--- src/rtl/imem_loader_if.sv ---
// Bundles the boot byte stream, start/length control, status flags and the
// instruction-memory write port. The checksum member exists only with IMEM_LOADER_CHECKSUM_EN.
interface imem_loader_if #(
  parameter int LEN_W = 16
);
  logic             start;
  logic [LEN_W-1:0] length;
  logic             in_valid;
  logic [7:0]       in_data;
  logic             in_ready;
  logic             wr_en;
  logic [31:0]      wr_addr;
  logic [31:0]      wr_data;
  logic [3:0]       wr_strb;
  logic             busy;
  logic             done;
  logic             error;
  logic             cpu_hold;
`ifdef IMEM_LOADER_CHECKSUM_EN
  logic [7:0]       checksum;

  modport slave (
    input  start, length, in_valid, in_data,
    output in_ready, wr_en, wr_addr, wr_data, wr_strb, busy, done, error, cpu_hold, checksum
  );
  modport master (
    output start, length, in_valid, in_data,
    input  in_ready, wr_en, wr_addr, wr_data, wr_strb, busy, done, error, cpu_hold, checksum
  );
`else
  modport slave (
    input  start, length, in_valid, in_data,
    output in_ready, wr_en, wr_addr, wr_data, wr_strb, busy, done, error, cpu_hold
  );
  modport master (
    output start, length, in_valid, in_data,
    input  in_ready, wr_en, wr_addr, wr_data, wr_strb, busy, done, error, cpu_hold
  );
`endif
endinterface

--- src/rtl/imem_loader.sv ---
// Packs a boot byte stream into little-endian 32-bit words written to instruction memory
// from BASE_ADDR, holding the CPU while loading. Optional byte checksum: IMEM_LOADER_CHECKSUM_EN.
module imem_loader #(
  parameter logic [31:0] BASE_ADDR   = 32'h0,
  parameter int          DEPTH_WORDS = 25,
  parameter int          LEN_W       = 16
) (
  input  logic         clk,
  input  logic         rst,
  imem_loader_if.slave bus
);
  localparam int          WIDX_W    = $clog2(DEPTH_WORDS + 1);
  localparam logic [32:0] CAP_BYTES = 33'(4 * DEPTH_WORDS);

  typedef enum logic [2:0] {
    S_IDLE,
    S_CHECK,
    S_RECV,
    S_WRITE,
    S_DONE
  } state_t;

  state_t            state_q, state_d;
  logic [LEN_W-1:0]  len_q, len_d;
  logic [LEN_W-1:0]  byte_cnt_q, byte_cnt_d;
  logic [WIDX_W-1:0] word_idx_q, word_idx_d;
  logic [3:0][7:0]   pack_q, pack_d, pack_merged;
  logic [3:0]        strb_q, strb_d, strb_merged;
  logic              error_q, error_d;
  logic              wr_en_q, wr_en_d;
  logic [31:0]       wr_addr_q, wr_addr_d;
  logic [31:0]       wr_data_q, wr_data_d;
  logic [3:0]        wr_strb_q, wr_strb_d;

  logic       accept;
  logic       last_byte;
  logic       too_long;
  logic       start_take;
  logic       busy_w;
  logic [1:0] lane;

  assign start_take = bus.start && ((state_q == S_IDLE) || (state_q == S_DONE));
  assign accept     = (state_q == S_RECV) && bus.in_valid;
  assign lane       = byte_cnt_q[1:0];
  assign last_byte  = (byte_cnt_q == len_q - LEN_W'(1));
  assign too_long   = {{(33 - LEN_W){1'b0}}, len_q} > CAP_BYTES;

  // Merge the incoming byte into its lane; the merged view feeds both the
  // pack register and the word handed to the write port.
  for (genvar gi = 0; gi < 4; gi++) begin : g_lane
    logic hit;
    assign hit              = accept && (lane == 2'(gi));
    assign pack_merged[gi]  = hit ? bus.in_data : pack_q[gi];
    assign strb_merged[gi]  = strb_q[gi] | hit;
  end

  always_ff @(posedge clk or posedge rst) begin
    if (rst) begin
      state_q <= S_IDLE;
    end else begin
      state_q <= state_d;
    end
  end

  always_comb begin
    state_d    = state_q;
    len_d      = len_q;
    byte_cnt_d = byte_cnt_q;
    word_idx_d = word_idx_q;
    pack_d     = pack_q;
    strb_d     = strb_q;
    error_d    = error_q;
    wr_en_d    = 1'b0;
    wr_addr_d  = wr_addr_q;
    wr_data_d  = wr_data_q;
    wr_strb_d  = wr_strb_q;

    case (state_q)
      S_IDLE, S_DONE: begin
        if (start_take) begin
          state_d    = S_CHECK;
          len_d      = bus.length;
          byte_cnt_d = '0;
          word_idx_d = '0;
          pack_d     = '0;
          strb_d     = '0;
          error_d    = 1'b0;
        end
      end
      S_CHECK: begin
        if (len_q == '0) begin
          state_d = S_DONE;
        end else if (too_long) begin
          state_d = S_DONE;
          error_d = 1'b1;
        end else begin
          state_d = S_RECV;
        end
      end
      S_RECV: begin
        if (accept) begin
          byte_cnt_d = byte_cnt_q + LEN_W'(1);
          if ((lane == 2'd3) || last_byte) begin
            // The write port registers hold the word, so packing can restart now.
            state_d   = S_WRITE;
            wr_en_d   = 1'b1;
            wr_addr_d = BASE_ADDR + (32'(word_idx_q) << 2);
            wr_data_d = pack_merged;
            wr_strb_d = strb_merged;
            pack_d    = '0;
            strb_d    = '0;
          end else begin
            pack_d = pack_merged;
            strb_d = strb_merged;
          end
        end
      end
      S_WRITE: begin
        word_idx_d = word_idx_q + WIDX_W'(1);
        state_d    = (byte_cnt_q == len_q) ? S_DONE : S_RECV;
      end
      default: begin
        state_d = S_IDLE;
      end
    endcase
  end

  always_ff @(posedge clk or posedge rst) begin
    if (rst) begin
      len_q      <= '0;
      byte_cnt_q <= '0;
      word_idx_q <= '0;
      pack_q     <= '0;
      strb_q     <= '0;
      error_q    <= 1'b0;
      wr_en_q    <= 1'b0;
      wr_addr_q  <= BASE_ADDR;
      wr_data_q  <= '0;
      wr_strb_q  <= '0;
    end else begin
      len_q      <= len_d;
      byte_cnt_q <= byte_cnt_d;
      word_idx_q <= word_idx_d;
      pack_q     <= pack_d;
      strb_q     <= strb_d;
      error_q    <= error_d;
      wr_en_q    <= wr_en_d;
      wr_addr_q  <= wr_addr_d;
      wr_data_q  <= wr_data_d;
      wr_strb_q  <= wr_strb_d;
    end
  end

  assign busy_w       = (state_q == S_CHECK) || (state_q == S_RECV) || (state_q == S_WRITE);
  assign bus.in_ready = (state_q == S_RECV);
  assign bus.wr_en    = wr_en_q;
  assign bus.wr_addr  = wr_addr_q;
  assign bus.wr_data  = wr_data_q;
  assign bus.wr_strb  = wr_strb_q;
  assign bus.busy     = busy_w;
  assign bus.cpu_hold = busy_w;
  assign bus.done     = (state_q == S_DONE);
  assign bus.error    = error_q;

`ifdef IMEM_LOADER_CHECKSUM_EN
  logic [7:0] csum_q, csum_d;

  always_comb begin
    csum_d = csum_q;
    if (start_take) begin
      csum_d = '0;
    end else if (accept) begin
      csum_d = csum_q + bus.in_data;
    end
  end

  always_ff @(posedge clk or posedge rst) begin
    if (rst) begin
      csum_q <= '0;
    end else begin
      csum_q <= csum_d;
    end
  end

  assign bus.checksum = csum_q;
`endif

endmodule

--- src/flat_wrapper.sv ---
// flat-port wrapper written by rule: the top's interface ports become plain ports
module imem_loader_flat 
#(
  parameter logic [31:0] BASE_ADDR   = 32'h0,
  parameter int          DEPTH_WORDS = 25,
  parameter int          LEN_W       = 16
)
  (clk, rst, bus_start, bus_length, bus_in_valid, bus_in_data, bus_in_ready, bus_wr_en, bus_wr_addr, bus_wr_data, bus_wr_strb, bus_busy, bus_done, bus_error, bus_cpu_hold);
  imem_loader_if #(.LEN_W(LEN_W)) bus_i ();
  input  logic clk;
  input  logic rst;
  input wire logic [$bits(bus_i.start)-1:0] bus_start;
  input wire logic [$bits(bus_i.length)-1:0] bus_length;
  input wire logic [$bits(bus_i.in_valid)-1:0] bus_in_valid;
  input wire logic [$bits(bus_i.in_data)-1:0] bus_in_data;
  output wire logic [$bits(bus_i.in_ready)-1:0] bus_in_ready;
  output wire logic [$bits(bus_i.wr_en)-1:0] bus_wr_en;
  output wire logic [$bits(bus_i.wr_addr)-1:0] bus_wr_addr;
  output wire logic [$bits(bus_i.wr_data)-1:0] bus_wr_data;
  output wire logic [$bits(bus_i.wr_strb)-1:0] bus_wr_strb;
  output wire logic [$bits(bus_i.busy)-1:0] bus_busy;
  output wire logic [$bits(bus_i.done)-1:0] bus_done;
  output wire logic [$bits(bus_i.error)-1:0] bus_error;
  output wire logic [$bits(bus_i.cpu_hold)-1:0] bus_cpu_hold;
  assign bus_i.start = bus_start;
  assign bus_i.length = bus_length;
  assign bus_i.in_valid = bus_in_valid;
  assign bus_i.in_data = bus_in_data;
  assign bus_in_ready = bus_i.in_ready;
  assign bus_wr_en = bus_i.wr_en;
  assign bus_wr_addr = bus_i.wr_addr;
  assign bus_wr_data = bus_i.wr_data;
  assign bus_wr_strb = bus_i.wr_strb;
  assign bus_busy = bus_i.busy;
  assign bus_done = bus_i.done;
  assign bus_error = bus_i.error;
  assign bus_cpu_hold = bus_i.cpu_hold;
  imem_loader #(.BASE_ADDR(BASE_ADDR), .DEPTH_WORDS(DEPTH_WORDS), .LEN_W(LEN_W)) u_core (.clk(clk), .rst(rst), .bus(bus_i));
endmodule
--- config.mk ---
export PLATFORM = sky130hd
export DESIGN_NAME = imem_loader_flat
export DESIGN_NICKNAME = d
export VERILOG_FILES = /design/src/rtl/imem_loader_if.sv /design/src/rtl/imem_loader.sv /design/src/flat_wrapper.sv
export SDC_FILE = /design/constraint.sdc
export NUM_CORES = 1
export LEC_CHECK = 0
export CAP_MARGIN = 20
export CORE_MARGIN = 8
export CORE_UTILIZATION = 30
export CTS_BUF_LIST = sky130_fd_sc_hd__clkbuf_8
export DETAILED_ROUTE_END_ITERATION = 10
export GPL_ROUTABILITY_DRIVEN = 0
export GPL_TIMING_DRIVEN = 0
export PLACE_DENSITY = 0.57
export SYNTH_ARGS = -nofsm -noshare
export SYNTH_HDL_FRONTEND = slang
export SYNTH_SLANG_ARGS = --single-unit
export TNS_END_PERCENT = 20
--- constraint.sdc ---
create_clock -name clk -period 12.91 [get_ports clk]
set_clock_uncertainty 0.1 [all_clocks]
set_input_delay 2.582 -clock clk [delete_from_list [all_inputs] [get_ports clk]]
set_output_delay 2.582 -clock clk [all_outputs]
set_load 0.1 [all_outputs]
==> results of run 1 <==
[synthesized netlist by cell type, types with 2 or more instances]
cell type	instances
buf_1	3
nand3_1	11
a21oi_1	10
and3_1	7
o21ai_0	16
a32o_1	24
nor4_1	6
a31oi_1	2
mux2_4	21
a211oi_1	4
o22a_1	3
dfrtp_1	119
ha_1	6
a221o_1	3
nand2_1	77
buf_6	3
xnor2_1	21
a2bb2oi_1	5
nand4_1	8
clkbuf_1	18
o31ai_1	5
nor2_1	46
a31o_2	3
a21o_1	2
nor2b_1	13
mux2_2	32
nand2b_1	17
or3_1	3
nor3b_1	3
buf_4	29
inv_1	8
nor4b_1	3
nand4b_1	2
nand3b_1	9
xor2_1	14
nor3_1	3
buf_2	6
and2_1	3
mux2i_1	7
[worst paths after layout]
| kind | start | end | slack, ns |
|---|---|---|---|
| worst max-delay path | u_core.state_q[1] | bus_in_ready | 7.15 |
| worst min-delay path | u_core.pack_q[0] | u_core.pack_q[0] | 0.39 |
| worst max register to register | u_core.len_q[0] | u_core.bus.wr_data[7] | 9.38 |
| worst min register to register | u_core.pack_q[0] | u_core.pack_q[0] | 0.39 |
| max in group asynchronous | rst | u_core.len_q[4] | 9.59 |
| min in group asynchronous | rst | u_core.bus.wr_data[13] | 2.37 |
[cells by family after synthesis]
family | count (synthesis)
and+or+nand+nor | 220
buffers and inverters | 69
DFF | 119
xor gates and xnor gates | 35
muxes | 60
other | 1
adders and majority gates | 6
AOI/OAI and AO/OA | 83
[through the flow]
| step | instance area [um^2] | total power (uW) | worst slack [ns] |
|---|---|---|---|
| floorplan | 6390 | 553 | 7.07 |
| global placement | 7460 | 600 | 5.02 |
| detailed placement | 7500 | 601 | 7.61 |
| CTS | 7890 | 950 | 7.09 |
| global route | 7890 | 981 | 7.01 |
| finish | 7890 | 937 | 7.15 |
[worst register-to-register path, stage by stage (launching register included)]
cell and delay, ns:
dfrtp_1 0.44, inv_1 0.09, ha_1 0.29, nor4b_1 0.41, and2_1 0.30, nand2_1 0.09
xor2_1 0.17, nor4_2 0.41, a41oi_4 0.24, nand2b_4 0.24, inv_4 0.14, buf_6 0.20
mux2_4 0.31
[report_power, final]
part,switching [uW],internal [uW]
combinational,133,59.5
sequential,16.2,385
clock,183,161
[per-layer routing]
layer,track usage,wire length [um],share of wire
met1,0.168,7750,0.49
met2,0.194,7190,0.45
met3,0.0389,809,0.051
met4,0.0463,226,0.014
met5,0,0,0
[cell type report]
type,instances,share of cell area
inverter,9,0.00523
clock inverter,15,0.0203
tap,275,0.0436
sequential,119,0.377
timing repair buffer,74,0.0961
buffer,60,0.0463
clock buffer,17,0.0296
multi-input combinational,431,0.381
[flip-flops by register name, indices dropped and copies added, names as in the netlist]
register            count
u_core.byte_cnt_q      16
u_core.word_idx_q       5
u_core.bus.error        1
u_core.pack_q          32
u_core.bus.wr_data     32
u_core.len_q           16
u_core.state_q          3
u_core.bus.wr_strb      4
u_core.strb_q           4
u_core.bus.wr_addr      5
u_core.bus.wr_en        1
==> impl_metrics.toml, run 1 <==
[final_layout]
utilization = 0.379
finalNonFillerCells = 1000
final_common_cell = "dfrtp_1"
final_nets = 746
seq_area_um2 = 2980
drive_above_1_share = 0.192
multi_input_area_um2 = 3010
fillers = 2096
layout_common_cells = "dfrtp_1 (119), nand2_1 (77), clkdlybuf4s50_1 (73), nor2_1 (46), mux2_2 (32)"
synthToLayoutAreaGrowth_pct = 25.4
diodes = 0

[timing]
setup_violations = 0
rsz0062_at_grt = "no"
worstMarginPinSlew_ns = 1.09
slew_headroom = 0.269
slew_violations = 0
hold-worst-slack_ns = 0.394
fin_crit_ns = 5.76
fmax_ghz = 0.174
finalHoldViolCount = 0
finalSetupTns_ns = 0
timing.final.crit_share = 0.446

[clocking]
post_cts_resized = 0
clk_pin_slew_ns = 0.09
htreeDepth = 4
postCtsHoldBufs = 0
cts_tree = "done"
cts_made_buffers = 17
postCtsSetupBuffers = 0
clock_path_buffers = 2
clock-root-buffer = "clkbuf_8"
cts.sinks = 119
insertion_delay_ns = 0.45

[drt]
vias = 4661
drc = 0
drtPass1Iterations = 4
wl_per_cell_um = 16.0
drt_iter0_drc = 236
drtAntennaViolNets = 0
routed_wl_mm = 16.0
viasPerCell = 4.66

[setup_path]
crit_chain = "clkbuf_1 > nor3b_1 > clkbuf_1 > clkdlybuf4s50_1"
crit_fanout = 10
cp-start-kind = "register"
end_kind = "primary output"
rr_worst_depth = 12
cp_slowest_cell = "clkdlybuf4s50_1"
critical-path-max-stage-delay_ns = 1.24
required_ns = 10.23
path_buf_inv = 3
cp_num_cells = 4
cpMostUsedCell = "clkbuf_1"
critPathArrivalTime_ns = 3.08
path_delay_family = "buffers and inverters"
critPathKind = "reg2out"

[yosys]
syn_avg_cell_area_um2 = 10.6
synthAdderAreaFrac = 0.0119
ys_seq_elements = 119
yosys_warnings = 0
synth.area.mux_share = 0.119
synthXorXnorAreaFrac = 0.0487
yosys.area.top_type = "dfrtp_1"
ys.flop_type = "dfrtp_1"
synth_area_um2 = 6290
synth_edf_count = 0
synth_top_family_by_area = "simple AND/OR/NAND/NOR gates"
yosys.area_share.simple = 0.178
synth_top_area_frac = 0.473
async_reset_ff_frac = 1.00
synthCells = 593
yosysSeqAreaShare = 0.473
ys_types = 57
synth-compound-area-share = 0.106
synthTopCellsByArea = "dfrtp_1 (47%), mux2_2 (5.7%), mux2_4 (5.0%), nand2_1 (4.6%), a32o_1 (3.8%)"

[power_and_ir_drop]
leakagePower_uw = 0.00354
ir_drop_mv = 0.0614
powerDensity_nw_per_um2 = 119

[job]
drv_cap = 0

[placement]
place_inst = 968
dp_hpwl_mm = 11.3
portBuffers = 73

[run_status]
status = "finished clean"

[global_route]
track_usage = 0.128
grt_pass1_vias = 4759
grt_max_degree = 90
grt_pass1_wl_mm = 26.2
overflow = 0
antenna_found_initial = 0

[floorplan]
start_util = 0.302
boundaryPins = 102
num_rows = 53
die_x_um = 161
dieArea_um2 = 25900
coreArea_um2 = 20800
die_h_um = 161

[worst_hold_path]
hold_class = "reg2reg"
worstHoldPathCells = 1
No activity file was read; power rests on OpenSTA's default activity.
==> inputs of run 2 (changes only) <==
--- a/config.mk
+++ b/config.mk
@@ -12,7 +12,7 @@
 export DETAILED_ROUTE_END_ITERATION = 10
 export GPL_ROUTABILITY_DRIVEN = 0
 export GPL_TIMING_DRIVEN = 0
-export PLACE_DENSITY = 0.57
+export PLACE_DENSITY = 0.59
 export SYNTH_ARGS = -nofsm -noshare
 export SYNTH_HDL_FRONTEND = slang
 export SYNTH_SLANG_ARGS = --single-unit
==> constraint.sdc (replaced) <==
create_clock -name clk -period 5.2 [get_ports clk]
set_clock_uncertainty 0.1 [all_clocks]
set_input_delay 1.04 -clock clk [delete_from_list [all_inputs] [get_ports clk]]
set_output_delay 1.04 -clock clk [all_outputs]
set_load 0.1 [all_outputs]
==> impl_metrics.toml, run 2 (synthesis results as in run 1) <==
[worst_hold_path]
hold_class = "reg2reg"

[timing]
finalSetupTns_ns = 0
slew_violations = 0
setup_slack_ns = 1.02
timing.final.crit_share = 0.804
setup_violations = 0
worstMarginPinSlew_ns = 1.06
slew_headroom = 0.291
fmax_ghz = 0.239
rsz0062_at_grt = "no"
hold-worst-slack_ns = 0.390
finalHoldViolCount = 0
fin_crit_ns = 4.18

[final_layout]
drive_above_1_share = 0.190
synthToLayoutAreaGrowth_pct = 25.8
layout_common_cells = "dfrtp_1 (119), nand2_1 (77), clkdlybuf4s50_1 (73), nor2_1 (46), mux2_2 (32)"
finalNonFillerCells = 1000
final_nets = 746
final_common_cell = "dfrtp_1"
diodes = 0

[global_route]
antenna_found_initial = 1
overflow = 0
grt_max_degree = 64
grt_pass1_wl_mm = 26.2
grt_pass1_vias = 4755
track_usage = 0.127

[drt]
wl_per_cell_um = 16.1
vias = 4691
routed_wl_mm = 16.1
drtPass1Iterations = 4
drtAntennaViolNets = 0
drc = 0
drt_iter0_drc = 251
viasPerCell = 4.69

[power_and_ir_drop]
leakagePower_uw = 0.00356
ir_drop_mv = 0.167
powerDensity_nw_per_um2 = 300

[clocking]
postCtsHoldBufs = 0
post_cts_resized = 0
cts.sinks = 119
postCtsSetupBuffers = 0
cts_tree = "done"
clock-root-buffer = "clkbuf_8"
insertion_delay_ns = 0.44
clk_pin_slew_ns = 0.08
htreeDepth = 4
clock_path_buffers = 2
cts_made_buffers = 17

[setup_path]
cp_slowest_cell = "clkdlybuf4s50_1"
crit_fanout = 10
cp-start-kind = "register"
critical-path-max-stage-delay_ns = 1.24
required_ns = 4.06
critPathArrivalTime_ns = 3.04
crit_chain = "clkbuf_1 > nor3b_1 > clkbuf_1 > clkdlybuf4s50_1"
end_kind = "primary output"
critPathKind = "reg2out"
cpMostUsedCell = "clkbuf_1"

[floorplan]
die_x_um = 161
boundaryPins = 102
die_h_um = 161
dieArea_um2 = 25900
start_util = 0.302
num_rows = 53
coreArea_um2 = 20800

[run_status]
status = "finished clean"

[placement]
portBuffers = 73
place_ws_ns = 1.46
dp_hpwl_mm = 11.4
place_inst = 968

[job]
drv_cap = 0
-- run 2: changes by cell type in the layout (fill, tap and decap cells not counted) --
cell / delta
clkbuf_8: +1
bufinv_16: +2
clkinv_2: +1
clkinv_4: -1
inv_8: -5
inv_1: +1
inv_6: +1
-- run 2: final timing paths --
| check | to | slack, ns | from | depth (start not counted) |
|---|---|---|---|---|
| max | bus_in_ready | 1.02 | u_core.state_q[1] | 4 |
| min | u_core.pack_q[4] | 0.39 | u_core.pack_q[4] | 1 |
| max reg2reg | u_core.bus.wr_data[19] | 1.68 | u_core.len_q[0] | 12 |
| min reg2reg | u_core.pack_q[4] | 0.39 | u_core.pack_q[4] | 1 |
| max in group asynchronous | u_core.len_q[6] | 3.36 | rst | 3 |
| min in group asynchronous | u_core.bus.wr_data[16] | 0.92 | rst | 2 |
-- run 2: worst max-delay path, delay by kind of cell, from the launching register on --
kind          cells  cell delay (ns)
buf+inv           3             1.92
flops             1             0.34
simple gates      1             0.34
-- run 2: power by group --
part	switching (uW)	leakage [uW]	internal, uW	total [uW]
logic	328	0.00172	148	476
clock network	411	0.000216	491	902
registers	41.1	0.00162	956	997
total	780	0.00356	1590	2370
-- run 2: area by class of cell --
| class | count | area [um^2] |
|---|---|---|
| buffer | 60 | 365 |
| clock inverter | 14 | 173 |
| timing repair buffer | 74 | 758 |
| sequential | 119 | 2980 |
| inverter | 9 | 41.3 |
| multi-input combinational | 431 | 3010 |
| clock buffer | 18 | 248 |
| fill | 2086 | 12900 |
| tap | 275 | 344 |
-- run 2: through the flow --
step | power, uW | cell area [um^2] | utilization
3_3_place_gp | 1490 | 7460 | 0.358
2_1_floorplan | 1370 | 6390 | -
6_report | 2370 | 7920 | 0.380
3_5_place_dp | 1490 | 7500 | 0.360
5_1_grt | 2490 | 7920 | 0.380
4_1_cts | 2400 | 7920 | 0.380
-- run 2: metal layers --
layer,vias up,track usage,share of wire
met1,2270,0.168,0.47
li1,2279,-,-
met5,-,0,0.00050
met3,18,0.0530,0.074
met4,2,0.0375,0.014
met2,122,0.185,0.44
==> inputs of run 3 (changes only) <==
==> constraint.sdc (replaced) <==
create_clock -name clk -period 3.7 [get_ports clk]
set_clock_uncertainty 0.1 [all_clocks]
set_input_delay 0.74 -clock clk [delete_from_list [all_inputs] [get_ports clk]]
set_output_delay 0.74 -clock clk [all_outputs]
set_load 0.1 [all_outputs]
==> impl_metrics.toml, run 3 (synthesis results as in run 1) <==
[setup_path]
r2r-start = "u_core.len_q[0]"
path_delay_family = "buffers and inverters"
cp-start-kind = "register"
cpMostUsedCell = "nor2_1"
required_ns = 2.86
critical-path-max-stage-delay_ns = 1.12
regToRegSetupSlack_ns = 0.29
critPathArrivalTime_ns = 2.62
path_buf_inv = 3
end_kind = "primary output"
regToRegEndpoint = "u_core.bus.wr_data[0]"
crit_fanout = 10
critPathKind = "reg2out"
rr_worst_depth = 12
crit_chain = "clkbuf_1 > nor2_1 > nor2_1 > buf_4 > clkdlybuf4s50_1"
cp_slowest_cell = "clkdlybuf4s50_1"

[power_and_ir_drop]
power_uw = 3260
leakagePower_uw = 0.00356
ir_drop_mv = 0.211
powerDensity_nw_per_um2 = 410

[placement]
portBuffers = 73
place_ws_ns = 0.176
dp_hpwl_mm = 11.9

[drt]
drc = 0
m1WireLength_mm = 7.59
vias = 4664
met3_length_mm = 1.16
routed_wl_mm = 16.4
wl_met2_mm = 7.39
topRoutingLayerUsed = "met5"
drtAntennaViolNets = 0
viasPerCell = 4.65
wl_per_cell_um = 16.3
drtPass1Iterations = 4
drt_iter0_drc = 170

[global_route]
overflow = 0
grt_pass1_vias = 4883
track_usage = 0.131
grt_max_degree = 33
antenna_found_initial = 1
grt_pass1_wl_mm = 27.0

[clocking]
htreeDepth = 4
postCtsSetupBuffers = 0
cts_made_buffers = 17
clock-root-buffer = "clkbuf_8"
cts_tree = "done"
postCtsHoldBufs = 0
clk_pin_slew_ns = 0.08
insertion_delay_ns = 0.47
clock_path_buffers = 2
cts.sinks = 119

[timing]
hold-worst-slack_ns = 0.393
worstMarginPinSlew_ns = 1.08
rsz0062_at_grt = "no"
slew_violations = 0
fmax_ghz = 0.289
finalSetupTns_ns = 0
slew_headroom = 0.277
setup_slack_ns = 0.243
fin_crit_ns = 3.46
timing.final.crit_share = 0.934
setup_violations = 0
finalHoldViolCount = 0

[floorplan]
coreArea_um2 = 20800
boundaryPins = 102
dieArea_um2 = 25900
die_x_um = 161
die_h_um = 161
start_util = 0.302
num_rows = 53

[final_layout]
synthToLayoutAreaGrowth_pct = 26.4
layout_common_cells = "dfrtp_1 (119), nand2_1 (77), clkdlybuf4s50_1 (72), nor2_1 (46), mux2_2 (32)"
drive_above_1_share = 0.196
diodes = 0
final_nets = 749
final_common_cell = "dfrtp_1"

[worst_hold_path]
hold_start = "u_core.pack_q[4]"
hold_path_end = "u_core.pack_q[4]"
hold_class = "reg2reg"
worstHoldPathCells = 1

[run_status]
status = "finished clean"

[job]
drv_cap = 0
[run 3: layout make-up]
class,instances,area [um^2]
fill,2130,12900
multi-input combinational,431,3020
sequential,119,2980
timing repair buffer,77,813
buffer,60,365
tap,275,344
clock buffer,17,234
clock inverter,15,158
inverter,9,40.0
[run 3: layer usage]
layer | vias up | global-route usage
met1 | 2265 | 0.168
met2 | 108 | 0.202
li1 | 2268 | -
met3 | 21 | 0.0491
met4 | 2 | 0.0370
met5 | - | 0
[run 3: worst reg2reg max path, stage by stage (launching register included)]
cell       delay, ns
dfrtp_1         0.46
inv_1           0.08
ha_1            0.30
xor2_1          0.14
o21ai_0         0.10
a2111oi_0       0.32
nand3_1         0.23
nor4_4          0.48
a41oi_4         0.21
nand2b_4        0.23
inv_4           0.14
buf_6           0.21
mux2_4          0.31
[run 3: through the flow]
stage,util,std cells,area (um^2)
floorplan,-,619,6390
finish,0.382,1003,7950
detailed placement,0.363,971,7560
global placement,0.359,967,7470
CTS,0.382,1003,7950
global route,0.382,1003,7950
[run 3: power by group]
group	internal (uW)	switching, uW	leakage, uW
Clock	506	671	0.000197
Sequential	1340	57.0	0.00162
Combinational	215	469	0.00175
[run 3: worst max-delay path by stage]
stage / start / end / slack, ns / cells after the start
3_3_place_gp: rst / u_core.len_q[15] / 0.11 / 2
2_1_floorplan: u_core.state_q[0] / bus_cpu_hold / 0.42 / 4
5_1_grt: u_core.len_q[0] / u_core.bus.wr_data[3] / 0.08 / 12
4_1_cts: u_core.state_q[1] / bus_in_ready / 0.06 / 4
3_5_place_dp: u_core.len_q[0] / u_core.bus.wr_data[8] / 0.18 / 12
6_report: u_core.state_q[0] / bus_cpu_hold / 0.24 / 5
[run 3: timing repair]
| item | CTS | global route |
|---|---|---|
| pin swaps | 0 | 0 |
| hold endpoints to repair | 0 | 0 |
| endpoints found under the setup margin | 1 | 22 |
| gates resized for setup | 1 | 4 |
